**src/rtl/cfg_arb_pkg.sv**
```systemverilog
// Shared definitions for the configuration port arbiter.
//   arb_state_e : arbiter FSM state encoding
//   SRC_*       : source index assignment (higher index = higher priority)
package cfg_arb_pkg;

    typedef enum logic [1:0] {
        ST_IDLE   = 2'd0,
        ST_SWITCH = 2'd1,
        ST_OWNED  = 2'd2
    } arb_state_e;

    localparam int SRC_CPU     = 0;
    localparam int SRC_BITBANG = 1;
    localparam int SRC_UART    = 2;

endpackage

```
**src/rtl/cfg_prio_select.sv**
```systemverilog
// Highest-index-wins one-hot picker.
//   req : request vector
//   gnt : one-hot of the highest set bit of req, all zero when req is zero
module cfg_prio_select #(
    parameter int NUM_SRC = 3
) (
    input  logic [NUM_SRC-1:0] req,
    output logic [NUM_SRC-1:0] gnt
);

    always_comb begin
        gnt = '0;
        // Later iterations overwrite earlier ones, so the highest index wins.
        for (int i = 0; i < NUM_SRC; i++) begin
            if (req[i]) begin
                gnt    = '0;
                gnt[i] = 1'b1;
            end
        end
    end

endmodule

```
**src/rtl/config_port_arbiter.sv**
```systemverilog
// Ownership-locked arbiter for the single configuration write path into
// ConfigFSM. A source owns the port for its whole session; ownership is
// released after the owner's active line stays low for IDLE_TIMEOUT cycles.
//
// Ports:
//   CLK, reset          : clock, async active-high reset
//   src_active          : per-source session-active level
//   src_strobe          : per-source single-cycle write strobe
//   src_data            : per-source data, source i at [i*DATA_WIDTH +: DATA_WIDTH]
//   drop_clear          : synchronous clear of drop_count (wins over increment)
//   ConfigWriteData     : registered write data to ConfigFSM
//   ConfigWriteStrobe   : registered write strobe to ConfigFSM
//   FSM_Reset           : one-cycle pulse on each grant to a new owner
//   grant               : one-hot current owner, zero when unowned
//   busy                : high when any source owns the port
//   drop_count          : saturating count of strobes that were not forwarded
//
// Build option:
//   CONFIG_ARB_PREEMPT_EN : a higher-index active source takes ownership from
//                           the current owner (through SWITCH). Undefined means
//                           ownership is strictly non-preemptive.
//
// State table:
//   state  | meaning
//   IDLE   | no owner; pick highest active source, go to SWITCH
//   SWITCH | one cycle, FSM_Reset high, all strobes dropped
//   OWNED  | owner strobes forwarded, idle timer runs while owner inactive
module config_port_arbiter
    import cfg_arb_pkg::*;
#(
    parameter int NUM_SRC      = 3,
    parameter int DATA_WIDTH   = 32,
    parameter int IDLE_TIMEOUT = 16,
    parameter int TO_WIDTH     = 5,
    parameter int DROP_WIDTH   = 8
) (
    input  logic                          CLK,
    input  logic                          reset,
    input  logic [NUM_SRC-1:0]            src_active,
    input  logic [NUM_SRC-1:0]            src_strobe,
    input  logic [NUM_SRC*DATA_WIDTH-1:0] src_data,
    input  logic                          drop_clear,
    output logic [DATA_WIDTH-1:0]         ConfigWriteData,
    output logic                          ConfigWriteStrobe,
    output logic                          FSM_Reset,
    output logic [NUM_SRC-1:0]            grant,
    output logic                          busy,
    output logic [DROP_WIDTH-1:0]         drop_count
);

    localparam int CNT_W = $clog2(NUM_SRC + 1);

    arb_state_e              state_q, state_d;
    logic [NUM_SRC-1:0]      grant_q, grant_d;
    logic [TO_WIDTH-1:0]     idle_cnt_q, idle_cnt_d;
    logic [DATA_WIDTH-1:0]   data_q, data_d;
    logic                    strobe_q, strobe_d;
    logic                    fsm_reset_q, fsm_reset_d;
    logic [DROP_WIDTH-1:0]   drop_q, drop_d;

    logic [NUM_SRC-1:0]      sel_gnt;
    logic [NUM_SRC-1:0]      drop_mask;
    logic [CNT_W-1:0]        drop_inc;
    logic [DROP_WIDTH:0]     drop_sum;
    logic [DATA_WIDTH-1:0]   owner_data;
    logic                    owner_strobe;
    logic                    owner_active;
    logic [TO_WIDTH-1:0]     idle_inc;

    cfg_prio_select #(.NUM_SRC(NUM_SRC)) u_sel (
        .req (src_active),
        .gnt (sel_gnt)
    );

`ifdef CONFIG_ARB_PREEMPT_EN
    logic [NUM_SRC-1:0] higher_req;
    logic [NUM_SRC-1:0] pre_gnt;

    // Active requests strictly above the current owner's index.
    always_comb begin
        logic above;
        above      = 1'b0;
        higher_req = '0;
        for (int i = 0; i < NUM_SRC; i++) begin
            if (above) higher_req[i] = src_active[i];
            if (grant_q[i]) above = 1'b1;
        end
    end

    cfg_prio_select #(.NUM_SRC(NUM_SRC)) u_pre_sel (
        .req (higher_req),
        .gnt (pre_gnt)
    );
`endif

    always_comb begin
        owner_data = '0;
        for (int i = 0; i < NUM_SRC; i++) begin
            if (grant_q[i]) owner_data = src_data[i*DATA_WIDTH +: DATA_WIDTH];
        end
    end

    assign owner_strobe = |(src_strobe & grant_q);
    assign owner_active = |(src_active & grant_q);
    assign idle_inc     = idle_cnt_q + TO_WIDTH'(1);

    always_comb begin
        state_d     = state_q;
        grant_d     = grant_q;
        idle_cnt_d  = idle_cnt_q;
        data_d      = data_q;
        strobe_d    = 1'b0;
        fsm_reset_d = 1'b0;
        drop_mask   = '0;

        case (state_q)
            ST_IDLE: begin
                drop_mask = src_strobe;
                if (|src_active) begin
                    grant_d     = sel_gnt;
                    state_d     = ST_SWITCH;
                    fsm_reset_d = 1'b1;
                    idle_cnt_d  = '0;
                end
            end
            ST_SWITCH: begin
                drop_mask = src_strobe;
                state_d   = ST_OWNED;
            end
            ST_OWNED: begin
                drop_mask = src_strobe & ~grant_q;
                if (owner_strobe) begin
                    strobe_d = 1'b1;
                    data_d   = owner_data;
                end
                if (owner_active) begin
                    idle_cnt_d = '0;
                end else if (idle_inc == TO_WIDTH'(IDLE_TIMEOUT)) begin
                    // Quiet release: no FSM_Reset, new owner picked next cycle.
                    grant_d    = '0;
                    state_d    = ST_IDLE;
                    idle_cnt_d = '0;
                end else begin
                    idle_cnt_d = idle_inc;
                end
`ifdef CONFIG_ARB_PREEMPT_EN
                if (|higher_req) begin
                    grant_d     = pre_gnt;
                    state_d     = ST_SWITCH;
                    fsm_reset_d = 1'b1;
                    idle_cnt_d  = '0;
                end
`endif
            end
            default: begin
                state_d = ST_IDLE;
                grant_d = '0;
            end
        endcase
    end

    always_comb begin
        drop_inc = '0;
        for (int i = 0; i < NUM_SRC; i++) begin
            drop_inc = drop_inc + CNT_W'(drop_mask[i]);
        end
        drop_sum = {1'b0, drop_q} + (DROP_WIDTH+1)'(drop_inc);
        if (drop_clear) begin
            drop_d = '0;
        end else if (drop_sum[DROP_WIDTH]) begin
            drop_d = '1;
        end else begin
            drop_d = drop_sum[DROP_WIDTH-1:0];
        end
    end

    always_ff @(posedge CLK or posedge reset) begin
        if (reset) begin
            state_q     <= ST_IDLE;
            grant_q     <= '0;
            idle_cnt_q  <= '0;
            data_q      <= '0;
            strobe_q    <= 1'b0;
            fsm_reset_q <= 1'b0;
            drop_q      <= '0;
        end else begin
            state_q     <= state_d;
            grant_q     <= grant_d;
            idle_cnt_q  <= idle_cnt_d;
            data_q      <= data_d;
            strobe_q    <= strobe_d;
            fsm_reset_q <= fsm_reset_d;
            drop_q      <= drop_d;
        end
    end

    assign ConfigWriteData   = data_q;
    assign ConfigWriteStrobe = strobe_q;
    assign FSM_Reset         = fsm_reset_q;
    assign grant             = grant_q;
    assign busy              = (state_q != ST_IDLE);
    assign drop_count        = drop_q;

endmodule

```
**config.mk**
```make
export PLATFORM = sky130hd
export DESIGN_NAME = config_port_arbiter
export DESIGN_NICKNAME = d
export VERILOG_FILES = /design/src/rtl/cfg_arb_pkg.sv /design/src/rtl/cfg_prio_select.sv /design/src/rtl/config_port_arbiter.sv
export SDC_FILE = /design/constraint.sdc
export NUM_CORES = 1
export LEC_CHECK = 0
export BUFFER_PORTS_ARGS = -buffer_cell sky130_fd_sc_hd__buf_2
export CORE_ASPECT_RATIO = 1.1
export CORE_MARGIN = 4
export CORE_UTILIZATION = 45
export DETAILED_ROUTE_END_ITERATION = 10
export PLACE_DENSITY = 0.8
export SLEW_MARGIN = 20
export SYNTH_ARGS = -nofsm -noshare
export SYNTH_HDL_FRONTEND = slang
export SYNTH_SLANG_ARGS = --single-unit
```
**constraint.sdc**
```tcl
create_clock -name CLK -period 2.8 [get_ports CLK]
set_input_delay 0.42 -clock CLK [delete_from_list [all_inputs] [get_ports CLK]]
set_output_delay 0.42 -clock CLK [all_outputs]
set_load 0.02 [all_outputs]
```
==> flow_metrics.py, run 1 <==
metrics = {
    "placed_design": {
        "place_congestion": 0.894,
        "place_area_um2": 3590,
        "hpwl_mm": 5.96,
        "post-place-ws_ns": 0.275,
        "numPortBuffers": 150,
    },
    "sta": {
        "fin_skew_ns": 0.0107,
        "slew_violations": 0,
        "period_share": 0.909,
        "worst_pin_slew_ns": 0.864,
        "finalSetupTns_ns": 0,
        "setup_ws_ns": 0.255,
        "setup-violations-final": 0,
        "grt_setup_unrepaired": "no",
        "finalWorstPathRequiredPeriod_ns": 2.55,
        "relSlewSlack": 0.423,
        "fmax_ghz": 0.393,
        "finalHoldViolCount": 0,
    },
    "clock_tree": {
        "clk_pin_slew_worst_paths_ns": 0.09,
        "cts_resized": 0,
        "h-tree-depth": 2,
        "post-cts-setup-buffer-count": 0,
        "cts_sinks": 52,
        "clockBufferDepth": 2,
        "holdBufCountCts": 0,
        "cts_buffers": 5,
        "cts_root_buffer": "clkbuf_8",
        "cts_tree": "built",
        "clock_latency_ns": 0.30,
    },
    "floorplanning": {
        "die_x_um": 83.9,
        "core.rowCount": 30,
        "dieArea_um2": 7680,
        "fp.dieH_um": 91.5,
        "coreArea_um2": 6160,
        "io_pins": 151,
        "initial_core_util": 0.463,
    },
    "finish": {
        "multi_input_area_um2": 1340,
        "antenna_cells": 0,
        "seq_area_um2": 1300,
        "fill_cells": 557,
        "area_delta_synth_final_pct": 30.1,
        "nets": 553,
        "stdcell_area_um2": 3710,
        "final_util": 0.603,
        "drive_above_1_share": 0.381,
    },
    "critical_path": {
        "worstPathMaxFanout": 9,
        "r2r_start": "state_q[0]",
        "crit_path_cell_trace": "o21ai_0 > nand2_1 > fa_1 > inv_1 > ha_1 > fa_1 > and3_1 > o21ai_0 > nor2_1",
        "cp_slowest_cell": "fa_1",
        "rr_worst_depth": 9,
        "end_kind": "flop",
        "required_ns": 2.99,
        "path_class": "flop to flop",
        "regToRegEndpoint": "drop_count[4]",
        "r2r_slack_ns": 0.25,
        "cp.arrival_ns": 2.74,
        "critPathMaxStageDelay_ns": 0.52,
        "crit_path_start_kind": "flop",
    },
    "flow_run": {
        "cap_viol_max_count": 0,
    },
    "synthesis": {
        "ys_seq_elements": 52,
        "yosysUniqueCellTypes": 40,
        "netlist_instances": 304,
        "ys_seq_area_frac": 0.456,
        "yosysWarnings": 0,
        "syn-num-nets": 414,
        "avgSynthCellArea_um2": 9.38,
        "synth_area_um2": 2850,
    },
    "worst_hold_path": {
        "min_path_type": "input pin to asynchronous set/reset pin",
    },
    "routing": {
        "drtAntennaViolNets": 0,
        "viasPerCell": 5.55,
        "drt-total-wl_mm": 7.95,
        "drc": 0,
        "wire_per_inst_um": 15.2,
        "num_vias": 2907,
        "drtIter0Drc": 171,
        "dr.pass1.iters": 5,
    },
    "global_routing": {
        "grt_pass1_wl_mm": 12.9,
        "grt_use_total": 0.203,
        "antenna_found_initial": 0,
        "grt.overflow.total": 0,
        "grt_max_degree": 43,
        "grt_pass1_vias": 2805,
    },
    "power": {
        "irDropWorstVdd_v": 0.000717,
        "total_power_uw": 3840,
        "powerDensity_nw_per_um2": 1040,
        "p_leak_uw": 0.00191,
    },
    "status": {
        "outcome": "finished clean",
    },
}
-- cell usage after synthesis --
cell type | count | area, um2
o21ai_1 | 22 | 110
and4_1 | 1 | 8.76
and2_1 | 2 | 12.5
a222oi_1 | 1 | 10.0
mux2i_1 | 1 | 10.0
clkbuf_1 | 11 | 41.3
a31oi_1 | 1 | 6.26
nand4_1 | 2 | 12.5
or2_1 | 1 | 6.26
a221o_1 | 32 | 320
o21ai_0 | 55 | 275
o21bai_1 | 1 | 7.51
and3_1 | 1 | 6.26
o32ai_1 | 3 | 26.3
nand3_1 | 4 | 20.0
nor4b_1 | 1 | 8.76
a41oi_1 | 1 | 8.76
dfrtp_1 | 52 | 1300
a311oi_1 | 1 | 8.76
buf_6 | 10 | 113
a211oi_1 | 2 | 15.0
xnor2_1 | 2 | 17.5
nor3b_1 | 3 | 22.5
nor3_1 | 2 | 10.0
inv_1 | 11 | 41.3
buf_4 | 2 | 15.0
xor2_1 | 1 | 8.76
ha_1 | 3 | 37.5
nor2_1 | 11 | 41.3
fa_1 | 2 | 40.0
buf_1 | 1 | 3.75
o41ai_2 | 1 | 16.3
a32oi_1 | 1 | 8.76
a21oi_1 | 5 | 25.0
nor2b_1 | 3 | 18.8
a21o_1 | 3 | 22.5
nand2b_1 | 2 | 12.5
nand2_1 | 43 | 161
a22oi_1 | 2 | 15.0
or2_2 | 1 | 6.26
-- worst max path at each step --
stage	start	endpoint	slack, ns	depth (start not counted)
3_5_place_dp	state_q[0]	drop_count[4]	0.27	9
4_1_cts	state_q[0]	drop_count[4]	0.26	9
6_report	state_q[0]	drop_count[4]	0.25	9
3_3_place_gp	state_q[0]	drop_count[6]	0.32	9
5_1_grt	state_q[0]	drop_count[4]	0.04	9
2_1_floorplan	grant[2]	drop_count[6]	0.08	11
-- layout make-up --
cell class / instances / share of cell area
clock inverters: 2 / 0.0104
multi-input cells: 217 / 0.361
flip-flops and latches: 52 / 0.351
repair buffers: 156 / 0.218
well taps: 80 / 0.0270
inverters: 11 / 0.0111
clock buffers: 6 / 0.0222
-- cells by family (layout without fill, tap and decap cells) --
family | count (synthesis) | in the layout | share of synthesized area
AO/OA/AOI/OAI | 131 | 131 | 0.307
AND/OR/NAND/NOR | 77 | 77 | 0.122
flip-flops | 52 | 52 | 0.456
buffers and inverters | 35 | 175 | 0.0750
adder cells (fa/ha/maj) | 5 | 5 | 0.0272
XOR/XNOR | 3 | 3 | 0.00921
multiplexers | 1 | 1 | 0.00351
-- worst max-delay path, delay by kind of cell, from the launching register on --
family,cells,cell delay (ns)
and+or+nand+nor,3,0.40
adders and majority gates,3,1.18
buffers and inverters,1,0.05
DFF,1,0.46
AOI/OAI and AO/OA,2,0.36
-- sequential cells by signal, summed over array words and instances, names as in the netlist --
register           cells
ConfigWriteData       32
ConfigWriteStrobe      1
state_q                2
drop_count             8
grant                  3
FSM_Reset              1
idle_cnt_q             5
-- report_power, final --
part | switching (uW) | internal, uW | total (uW)
clock network | 244 | 292 | 537
registers | 171 | 1020 | 1190
logic | 1290 | 821 | 2120
total | 1710 | 2140 | 3840
-- through the flow --
stage	hold slack (ns)	cells
final	0.0273	524
after global routing	0.0248	524
after CTS	0.0231	524
after detailed placement	0.353	516
after global placement	0.349	516
after floorplan	0.484	304
-- layer usage --
layer / up-vias / wire (um) / track usage
met5: - / 0 / 0
met2: 132 / 4030 / 0.371
met4: 0 / 55 / 0.0402
met3: 6 / 607 / 0.0490
met1: 1374 / 3260 / 0.242
li1: 1395 / - / -
-- cells in the final DEF (no fill, tap or decap), types with 2 or more instances in the layout --
| master | count |
|---|---|
| fa_1 | 2 |
| or2_2 | 2 |
| a21oi_1 | 5 |
| nor3b_1 | 3 |
| xnor2_1 | 2 |
| clkbuf_8 | 6 |
| a21o_1 | 3 |
| nand3_1 | 4 |
| o32ai_1 | 3 |
| and2_1 | 2 |
| ha_1 | 3 |
| a22oi_1 | 2 |
| inv_1 | 10 |
| nor3_1 | 2 |
| o21ai_0 | 55 |
| a221o_1 | 32 |
| buf_4 | 5 |
| nor2b_1 | 2 |
| nor2_1 | 11 |
| a211oi_1 | 2 |
| nand2b_1 | 2 |
| nand4_1 | 2 |
| dfrtp_1 | 52 |
| o21ai_1 | 22 |
| buf_2 | 150 |
| nand2_1 | 43 |
Note: power is estimated with default switching activity, not from simulation.
==> run 2, diff against run 1 <==
- CORE_UTILIZATION: 45 -> 35
- PLACE_DENSITY: 0.8 -> 0.64
==> run 2 against run 1 <==
  * Register-to-register slack gained 0.03 ns
  * Non-clock buffer count did not move
  * Wire length up 1.3%
  * Sequential power about the same
  * Critical endpoint is now drop_count[6]
==> flow_metrics.py, run 2 (synthesis gave the netlist of run 1 again) <==
metrics = {
    "global_routing": {
        "grt_pass1_vias": 2642,
        "grt_pass1_wl_mm": 12.7,
        "grt.overflow.total": 0,
        "grt_max_degree": 66,
        "grt_use_total": 0.166,
        "antenna_found_initial": 0,
    },
    "sta": {
        "slew_violations": 0,
        "period_share": 0.898,
        "finalHoldViolCount": 0,
        "finalSetupTns_ns": 0,
        "finalWorstPathRequiredPeriod_ns": 2.52,
        "worst_pin_slew_ns": 0.886,
        "grt_setup_unrepaired": "no",
        "relSlewSlack": 0.409,
        "setup-violations-final": 0,
        "fmax_ghz": 0.398,
        "fin_skew_ns": 0.00576,
    },
    "clock_tree": {
        "post-cts-setup-buffer-count": 0,
        "clock_latency_ns": 0.30,
        "cts_sinks": 52,
        "cts_resized": 0,
        "holdBufCountCts": 0,
        "cts_tree": "built",
        "clockBufferDepth": 2,
        "h-tree-depth": 2,
        "cts_root_buffer": "clkbuf_8",
        "cts_buffers": 5,
        "clk_pin_slew_worst_paths_ns": 0.09,
    },
    "finish": {
        "stdcell_area_um2": 3710,
        "mostFrequentLayoutCells": "buf_2 (150), o21ai_0 (55), dfrtp_1 (52)",
        "seq_area_um2": 1300,
        "drive_above_1_share": 0.381,
        "layout_commonest_cell": "buf_2",
        "multi_input_area_um2": 1340,
        "area_delta_synth_final_pct": 30.2,
        "largest_reg_flops": 32,
        "fill_cells": 789,
        "nets": 553,
        "antenna_cells": 0,
    },
    "routing": {
        "drtIter0Drc": 121,
        "drc": 0,
        "dr.pass1.iters": 4,
        "drtAntennaViolNets": 0,
        "num_vias": 2796,
        "drt-total-wl_mm": 8.06,
        "viasPerCell": 5.07,
        "wire_per_inst_um": 14.6,
    },
    "critical_path": {
        "rr_worst_depth": 9,
        "r2r_start": "state_q[0]",
        "end_kind": "flop",
        "path_class": "flop to flop",
        "cp.arrival_ns": 2.70,
        "critPathMaxStageDelay_ns": 0.50,
        "cp_slowest_cell": "fa_1",
        "regToRegEndpoint": "drop_count[6]",
        "r2r_slack_ns": 0.28,
        "crit_path_cell_trace": "o21ai_0 > nand2_1 > fa_1 > inv_1 > ha_1 > fa_1 > and3_1 > a31oi_1 > nor3_1",
        "worstPathMaxFanout": 9,
        "required_ns": 2.99,
        "crit_path_start_kind": "flop",
        "crit_path_frequent_cell": "fa_1",
    },
    "floorplanning": {
        "dieArea_um2": 9660,
        "die_x_um": 94.1,
        "coreArea_um2": 7910,
        "initial_core_util": 0.361,
        "io_pins": 151,
        "fp.dieH_um": 103,
        "core.rowCount": 34,
    },
    "placed_design": {
        "numPortBuffers": 150,
        "place_area_um2": 3630,
        "hpwl_mm": 5.93,
        "place_congestion": 0.803,
    },
    "power": {
        "irDropWorstVdd_v": 0.000670,
        "powerDensity_nw_per_um2": 1000,
        "p_leak_uw": 0.00189,
    },
    "worst_hold_path": {
        "min_path_type": "input pin to asynchronous set/reset pin",
    },
    "status": {
        "outcome": "finished clean",
    },
    "flow_run": {
        "cap_viol_max_count": 0,
    },
}
## run 2: per-stage QoR
stage	setup WS (ns)	instances	util	hold WS (ns)	total power [uW]
final	0.284	552	0.469	0.273	3720
after floorplan	0.0773	304	-	0.484	2780
after detailed placement	0.282	544	0.458	0.467	3350
after CTS	0.281	552	0.469	0.311	3780
after global routing	0.0906	552	0.469	0.341	4090
after global placement	0.298	544	0.458	0.461	3300
## run 2: worst max-delay path by stage
stage	from	endpoint	slack (ns)	cells after the start
after floorplan	grant[2]	drop_count[6]	0.08	11
after global placement	state_q[0]	drop_count[6]	0.30	9
after detailed placement	state_q[0]	drop_count[6]	0.28	9
after CTS	state_q[0]	drop_count[6]	0.28	9
after global routing	state_q[0]	drop_count[6]	0.09	9
final	state_q[0]	drop_count[6]	0.28	9
## run 2: power by group
group	internal, uW	total, uW	switching [uW]
Clock	175	418	243
Sequential	1020	1180	163
Combinational	819	2120	1300
## run 2: layer usage
layer,up-vias,routed length (um),global-route usage
met5,-,0,0
met4,0,68,0.0344
met3,5,593,0.0365
met2,103,3810,0.288
met1,1289,3580,0.215
li1,1399,-,-
## run 2: cell type report
cell class                 count  area share
clock inverter                 3     0.00505
multi-input combinational    217       0.361
sequential                    52       0.350
inverter                      11      0.0111
tap                          108      0.0364
clock buffer                   5      0.0185
timing repair buffer         156       0.218
## run 2: critical path: cells and delay by family, from the launching register on
| kind | cells | cell delay (ns) |
|---|---|---|
| simple gates | 3 | 0.39 |
| buf+inv | 1 | 0.04 |
| fa+ha+maj | 3 | 1.15 |
| flops | 1 | 0.46 |
| compound gates | 2 | 0.35 |
==> run 3, diff against run 2 <==
- CORE_UTILIZATION: 35 -> 32
- CTS_BUF_LIST: default -> sky130_fd_sc_hd__clkbuf_16
- MAX_ROUTING_LAYER: default -> met4
- PLACE_DENSITY: 0.64 -> 0.59
==> run 3 against run 2 <==
  * Utilization fell by 2.7 points
  * Sequential cell count did not move
  * Critical path depth did not move
  * Via count rose by 2.7%
  * Clock skew fell by 0.0016 ns
  * Worst hold slack got worse by 0.10 ns
  * Highest routed layer unchanged
==> flow_metrics.py, run 3 (synthesis gave the netlist of run 1 again) <==
metrics = {
    "finish": {
        "fill_cells": 866,
        "antenna_cells": 0,
        "largest_reg_flops": 32,
        "layout_commonest_cell": "buf_2",
        "area_delta_synth_final_pct": 32.5,
        "stdcell_count": 554,
        "mostFrequentLayoutCells": "buf_2 (150), o21ai_0 (55), dfrtp_1 (52)",
        "nets": 553,
        "final_util": 0.443,
        "drive_above_1_share": 0.379,
    },
    "routing": {
        "drtIter0Drc": 124,
        "dr.pass1.iters": 4,
        "drtAntennaViolNets": 0,
        "viasPerCell": 5.18,
        "num_vias": 2871,
        "wire_per_inst_um": 15.6,
        "drt-total-wl_mm": 8.65,
        "drc": 0,
    },
    "critical_path": {
        "crit_path_frequent_cell": "fa_1",
        "critPathMaxStageDelay_ns": 0.50,
        "critPathTopFamily": "adder cells",
        "crit_path_start_kind": "flop",
        "crit_path_cell_trace": "o21ai_0 > nand2_1 > fa_1 > inv_1 > ha_1 > fa_1 > and3_1 > a31oi_1 > nor3_1",
        "cp.arrival_ns": 2.72,
        "end_kind": "flop",
        "path_class": "flop to flop",
        "cp_slowest_cell": "fa_1",
        "worstPathMaxFanout": 9,
        "required_ns": 2.97,
        "critPathBufInv": 1,
    },
    "clock_tree": {
        "cts_buffers": 5,
        "clockBufferDepth": 2,
        "clock_latency_ns": 0.29,
        "h-tree-depth": 2,
        "clk_pin_slew_worst_paths_ns": 0.07,
        "cts_root_buffer": "clkbuf_16",
        "cts_tree": "built",
        "cts_sinks": 52,
        "post-cts-setup-buffer-count": 0,
        "cts_resized": 0,
        "holdBufCountCts": 0,
    },
    "global_routing": {
        "grt_pass1_wl_mm": 14.0,
        "use_met1": 0.211,
        "grt_use_total": 0.168,
        "grtUsageMet2": 0.280,
        "antenna_found_initial": 0,
        "grt.overflow.total": 0,
        "grt_pass1_vias": 2704,
        "grt_max_degree": 66,
        "busiest_layer": "met2",
        "grtUsageMet3": 0.0345,
    },
    "floorplanning": {
        "initial_core_util": 0.334,
        "io_pins": 151,
        "dieArea_um2": 10500,
        "die_x_um": 98.0,
        "fp.dieH_um": 107,
        "coreArea_um2": 8540,
        "core.rowCount": 35,
    },
    "placed_design": {
        "place_congestion": 0.901,
        "placed_cells": 547,
        "hpwl_mm": 6.23,
        "numPortBuffers": 150,
    },
    "power": {
        "power_switching_uw": 1740,
        "p_comb_frac": 0.545,
        "total_power_uw": 3910,
        "swShare": 0.445,
        "cell_internal_pwr_uw": 2170,
        "p_leak_uw": 0.00191,
        "irDropWorstVdd_v": 0.000564,
        "powerDensity_nw_per_um2": 1030,
        "p_clk_frac": 0.151,
        "seq_power_share": 0.304,
    },
    "status": {
        "outcome": "finished clean",
    },
    "sta": {
        "finalHoldViolCount": 0,
        "fmax_ghz": 0.392,
        "finalWorstPathRequiredPeriod_ns": 2.55,
        "period_share": 0.911,
        "fin_skew_ns": 0.00415,
        "worst_pin_slew_ns": 0.962,
        "setup-violations-final": 0,
        "grt_setup_unrepaired": "no",
        "slew_violations": 0,
        "finalSetupTns_ns": 0,
        "relSlewSlack": 0.358,
    },
    "worst_hold_path": {
        "min_path_type": "input pin to asynchronous set/reset pin",
    },
    "flow_run": {
        "cap_viol_max_count": 0,
    },
}
[run 3: cell count changes in the layout (fill, tap and decap cells not counted), sizes merged]
cell,delta
clkinv,-2
clkinvlp,+1
[run 3: metal layers]
layer / up-vias / share of wire / wire (um)
met3: 7 / 0.076 / 656
met2: 120 / 0.48 / 4140
met1: 1341 / 0.44 / 3780
met4: 0 / 0.0090 / 78
met5: - / 0 / 0
li1: 1403 / - / -
[run 3: layout make-up]
class,instances,area [um2],area share
Inverter,11,41.3,0.0109
Clock buffer,5,125,0.0331
Clock inverter,2,12.5,0.00331
Tap cell,111,139,0.0367
Timing Repair Buffer,156,821,0.217
Sequential cell,52,1300,0.344
Multi-Input combinational cell,217,1340,0.355
[run 3: worst min-delay path, stage by stage]
cell	delay [ns]
buf_2	0.10
inv_2	0.06
buf_12	0.26
[run 3: path summary, 6_finish.rpt]
path / startpoint / to / slack (ns) / depth (start not counted)
setup / recovery: state_q[0] / drop_count[6] / 0.25 / 9
hold reg to reg: ConfigWriteData[18] / ConfigWriteData[18] / 0.48 / 2
setup reg to reg: state_q[0] / drop_count[6] / 0.25 / 9
min in group CLK: drop_clear / drop_count[2] / 0.40 / 2
max in group asynchronous: reset / ConfigWriteData[31] / 2.38 / 3
hold / removal: reset / drop_count[6] / 0.17 / 3
[run 3: stage by stage]
| stage | hold slack [ns] | area (um2) | worst slack [ns] |
|---|---|---|---|
| after global placement | 0.462 | 3640 | 0.314 |
| after floorplan | 0.484 | 2850 | 0.0773 |
| after CTS | 0.188 | 3780 | 0.242 |
| after global routing | 0.215 | 3780 | 0.0696 |
| final | 0.171 | 3780 | 0.249 |
| after detailed placement | 0.469 | 3640 | 0.251 |
[run 3: power groups by stage]
stage               registers (uW)  logic (uW)  clock network [uW]
CTS                           1190        2170                 607
detailed placement            1200        2170                   0
floorplan                     1490        1290                   0
global placement              1190        2140                   0
finish                        1190        2130                 590
global route                  1230        2410                 635
